File: src/rtl/sdpram16_fifo_ctrl.sv
// 16-deep FIFO controller for the SDPRAMB 16x2 distributed-RAM slice.
// Drives the slice write/read ports and registers the asynchronous read output.
module sdpram16_fifo_ctrl #(
  parameter int DW        = 2,
  parameter int AF_THRESH = 12,
  parameter int AE_THRESH = 2
) (
  input  logic          CLK,
  input  logic          RSTN,
  input  logic          FLUSH,
  input  logic          WR_EN,
  input  logic [DW-1:0] WR_DATA,
  input  logic          RD_EN,
  output logic [DW-1:0] RD_DATA,
  output logic          RD_VALID,
  output logic          FULL,
  output logic          EMPTY,
  output logic          ALMOST_FULL,
  output logic          ALMOST_EMPTY,
  output logic [4:0]    COUNT,
  output logic          OVF,
  output logic          UDF,
  output logic [3:0]    RAM_WAD,
  output logic [DW-1:0] RAM_WD,
  output logic          RAM_WRE,
  output logic [3:0]    RAM_RAD,
  input  logic [DW-1:0] RAM_F
);

  localparam logic [4:0] AF_LVL    = 5'(AF_THRESH);
  localparam logic [4:0] AE_LVL    = 5'(AE_THRESH);
  localparam logic [4:0] DEPTH     = 5'd16;

  logic [3:0]    wr_ptr_r;
  logic [3:0]    rd_ptr_r;
  logic [4:0]    count_r;
  logic [DW-1:0] rd_data_r;
  logic          rd_valid_r;
  logic          ovf_r;
  logic          udf_r;

  logic          full_s;
  logic          empty_s;
  logic          wr_acc_s;
  logic          rd_acc_s;
  logic [4:0]    count_nxt_s;

  // Occupancy flags and accept terms decoded from registered state only.
  always_comb begin
    full_s   = (count_r == DEPTH);
    empty_s  = (count_r == 5'd0);
    wr_acc_s = WR_EN & ~full_s & ~FLUSH;
    rd_acc_s = RD_EN & ~empty_s & ~FLUSH;
  end

  // Next occupancy: simultaneous accepted write and read cancel out.
  always_comb begin
    count_nxt_s = count_r;
    case ({wr_acc_s, rd_acc_s})
      2'b10:   count_nxt_s = count_r + 5'd1;
      2'b01:   count_nxt_s = count_r - 5'd1;
      default: count_nxt_s = count_r;
    endcase
  end

  // Pointer, occupancy and sticky error state.
  always_ff @(posedge CLK or negedge RSTN) begin
    if (!RSTN) begin
      wr_ptr_r <= 4'd0;
      rd_ptr_r <= 4'd0;
      count_r  <= 5'd0;
      ovf_r    <= 1'b0;
      udf_r    <= 1'b0;
    end else if (FLUSH) begin
      wr_ptr_r <= 4'd0;
      rd_ptr_r <= 4'd0;
      count_r  <= 5'd0;
      ovf_r    <= 1'b0;
      udf_r    <= 1'b0;
    end else begin
      if (wr_acc_s) begin
        wr_ptr_r <= wr_ptr_r + 4'd1;
      end
      if (rd_acc_s) begin
        rd_ptr_r <= rd_ptr_r + 4'd1;
      end
      count_r <= count_nxt_s;
      ovf_r   <= ovf_r | (WR_EN & full_s);
      udf_r   <= udf_r | (RD_EN & empty_s);
    end
  end

  // Output register replacing the slice Q flop; data survives FLUSH.
  always_ff @(posedge CLK or negedge RSTN) begin
    if (!RSTN) begin
      rd_data_r  <= '0;
      rd_valid_r <= 1'b0;
    end else begin
      rd_valid_r <= rd_acc_s;
      if (rd_acc_s) begin
        rd_data_r <= RAM_F;
      end
    end
  end

  // Slice drive and status outputs; write enable is held off during reset.
  always_comb begin
    RAM_WRE      = wr_acc_s & RSTN;
    RAM_WAD      = wr_ptr_r;
    RAM_WD       = WR_DATA;
    RAM_RAD      = rd_ptr_r;
    RD_DATA      = rd_data_r;
    RD_VALID     = rd_valid_r;
    COUNT        = count_r;
    FULL         = full_s;
    EMPTY        = empty_s;
    ALMOST_FULL  = (count_r >= AF_LVL);
    ALMOST_EMPTY = (count_r <= AE_LVL);
    OVF          = ovf_r;
    UDF          = udf_r;
  end

endmodule

File: config.mk
export PLATFORM = sky130hd
export DESIGN_NAME = sdpram16_fifo_ctrl
export DESIGN_NICKNAME = d
export VERILOG_FILES = /design/src/rtl/sdpram16_fifo_ctrl.sv
export SDC_FILE = /design/constraint.sdc
export NUM_CORES = 1
export LEC_CHECK = 0
export CAP_MARGIN = 20
export CORE_MARGIN = 10
export CORE_UTILIZATION = 45
export CTS_CLUSTER_DIAMETER = 60
export CTS_CLUSTER_SIZE = 14
export DETAILED_ROUTE_END_ITERATION = 8
export HOLD_SLACK_MARGIN = 0.1
export MAX_ROUTING_LAYER = met4
export PLACE_DENSITY = 0.78
export SLEW_MARGIN = 0
export SYNTH_ARGS = -nofsm -noshare
export SYNTH_HDL_FRONTEND = slang
export SYNTH_SLANG_ARGS = --single-unit
File: constraint.sdc
create_clock -name CLK -period 4.4 [get_ports CLK]
set_clock_uncertainty 0.2 [all_clocks]
set_input_delay 0.66 -clock CLK [delete_from_list [all_inputs] [get_ports CLK]]
set_output_delay 0.66 -clock CLK [all_outputs]
set_load 0.01 [all_outputs]
==> impl_metrics.tcl <==
set metrics [dict create \
    status "finished, final reports clean" \
    power.density_mw_per_mm2 588.9 \
    area_growth_pct 30.97 \
    synth_cells 108 \
    drv_slew 0 \
    drt_iter0_drc 47 \
    worstPathRequired_ns 3.54 \
    yosysUniqueCellTypes 40 \
    synth.area.top_cells "dfrtp_1 42%, ha_1 4.7%, nor2_1 4.5%" \
    p_leak_nw 0.5972 \
    start_util 0.4812 \
    end_kind "output port" \
    postCtsSetupBuffers 0 \
    post-route-util 0.6303 \
    yosysMostFrequentCell "dfrtp_1" \
    rr_endpoint "COUNT[2]" \
    wl_um 2701 \
    cts_hold_buf 0 \
    yosysTopAreaCellShare 0.4191 \
    p_comb_frac 0.539 \
    synthTopCellsByCount "18 x dfrtp_1, 13 x nor2_1, 6 x a21oi_1, 6 x nand2_1" \
    placed_area_sq_mm 0.001371 \
    ys_ff_latch 18 \
    io_buffers 29 \
    critPathLaunchType "input pin" \
    place.gp.congestion 0.8897 \
    whs_path_depth 2 \
    mappedNetlistNets 121 \
    antenna_found_initial 0 \
    async_reset_ff_frac 1.000 \
    maxCapViolCount 0 \
    min_to "UDF" \
    firstDrtPassIters 4 \
    grt_pass1_wl_um 4360 \
    crit_fanout 10 \
    synth-edff-count 0 \
    cts_tree "built" \
    clock_power_share 0.125 \
    dieArea_sq_mm 0.004743 \
    dieHeight_um 68.87 \
    holdWs_ns 0.3037 \
    grt_usage 0.1209 \
    synth_warnings 0 \
    finalNetCount 148 \
    wire_per_inst_um 16.67 \
    clockBufferDepth 2 \
    rows 17 \
    tightest_slew_ns 0.4561 \
    worstHoldPathType "reg2reg" \
    crit_arrival_ns 2.48 \
    grt_pass1_vias 888 \
    pre_cts_ws_ns 1.029 \
    overflow 0 \
    fmax_mhz 299.0 \
    setup_viol 0 \
    vias_per_cell 5.691 \
    hold_viol 0 \
    synth_top_cell_by_area "dfrtp_1" \
    p_sw_frac 0.4010 \
    ir_drop_uv 364.3 \
    avgSynthCellArea_sq_um 9.952 \
    diodes 0 \
    p_seq_frac 0.336 \
    core_area_sq_mm 0.002233 \
    hp-start "UDF" \
    p_int_mw 0.4965 \
    fin_crit_sh 0.7601 \
    r2r.worst_path.cells 7 \
    crit_type "in2out" \
    clock-sinks 18 \
    rsz0062_at_grt "false" \
    reg2reg_slack_ns 1.52 \
    cts_made_buffers 3 \
    ctsResizeCount 0 \
    drive_above_1_share 0.1045 \
    io-pin-count 34 \
    r2r-start "COUNT[0]" \
    final_cell_area_sq_mm 0.001408 \
    grt_start_max_net_pins 19 \
    clkTransAtPathRegs_ns 0.10 \
    cts-root-buf "clkbuf_4" \
    setup_tns_ns 0 \
    synth_ff_type "dfrtp_1" \
    drcViolationCount 0 \
    ant_nets 0 \
    num_vias 922 \
    relSlewSlack 0.6936 \
    clock_latency_ns 0.30 \
    cts_max_level 1 \
    synth_area_sq_mm 0.001075 \
    setup_ws_ns 1.055 \
    p_switching_mw 0.3324 \
    dp_hpwl_um 2061 \
    die_width_um 68.87 \
    seq_area_frac_synth 0.4191 \
    finalCriticalPeriod_ns 3.345 \
]
cell usage in the layout, fill, tap and decap left out, types with 2 or more instances in the layout:
master           Yosys  final
clkdlybuf4s50_1      0     29
dfrtp_1             18     18
nor2_1              13     13
a21oi_1              6      6
nand2_1              6      6
xnor2_1              5      5
nand3_1              5      5
ha_1                 4      4
mux2i_1              3      3
xor2_1               3      3
clkbuf_4             0      3
inv_1                2      2
and3b_1              2      2
or4_1                2      2
a2111oi_0            2      2
and3_1               2      2
mux2_1               2      2
or3_1                2      2
o21ai_0              2      2
buf_4                2      2
registers in the layout, indices dropped and copies added, names as in the netlist:
register and flops:
COUNT 5, OVF 1, RAM_RAD 4, RAM_WAD 4, RD_DATA 2, RD_VALID 1
UDF 1
worst max-delay path by stage:
stage	from	endpoint	slack [ns]
floorplan	FLUSH	COUNT[2]	1.54
global placement	WR_EN	RAM_WRE	1.10
detailed placement	RD_EN	COUNT[2]	1.03
CTS	WR_EN	RAM_WRE	1.05
global route	WR_EN	RAM_WRE	0.92
finish	WR_EN	RAM_WRE	1.06
metal layers:
layer | wire, um | up-vias | share of wire | global-route usage
met5 | 0 | - | 0 | -
met4 | 21 | 0 | 0.0078 | 0.02956
met3 | 236 | 5 | 0.087 | 0.03060
met2 | 1318 | 31 | 0.49 | 0.1952
met1 | 1125 | 449 | 0.42 | 0.1476
li1 | - | 437 | - | -
worst max-delay path, stage by stage:
cell	delay, ns
clkdlybuf4s50_1	0.66
a21boi_2	0.40
and3b_1	0.22
clkdlybuf4s50_1	0.54
power groups by stage:
| stage | Clock (mW) | Combinational (mW) | Sequential, mW |
|---|---|---|---|
| floorplan | 0 | 0.254 | 0.279 |
| global placement | 0 | 0.434 | 0.277 |
| detailed placement | 0 | 0.449 | 0.282 |
| CTS | 0.104 | 0.453 | 0.279 |
| global route | 0.110 | 0.491 | 0.289 |
| finish | 0.103 | 0.447 | 0.279 |
final cells by class:
type	count	area, sq um
repair buffers	31	305.3
clock buffers	4	36.28
multi-input cells	79	573.1
well taps	28	35.03
fillers	191	825.8
inverters	2	7.507
flip-flops and latches	18	450.4
per-stage QoR:
step | cells | power [mW]
floorplan | 108 | 0.5335
global route | 162 | 0.8902
CTS | 162 | 0.8357
finish | 162 | 0.8289
global placement | 158 | 0.7112
detailed placement | 158 | 0.7314
cell families (layout without fill, tap and decap cells):
kind of cell             after synthesis  in the layout  synth area share
AND/OR/NAND/NOR                       40             40            0.2154
AO/OA/AOI/OAI                         21             21            0.1432
flip-flops                            18             18            0.4191
buffers and inverters                 11             37           0.04773
XOR/XNOR                               8              8           0.06519
multiplexers                           6              6           0.06286
adder cells (fa/ha/maj)                4              4           0.04657
(Power assumes the default switching activity.)
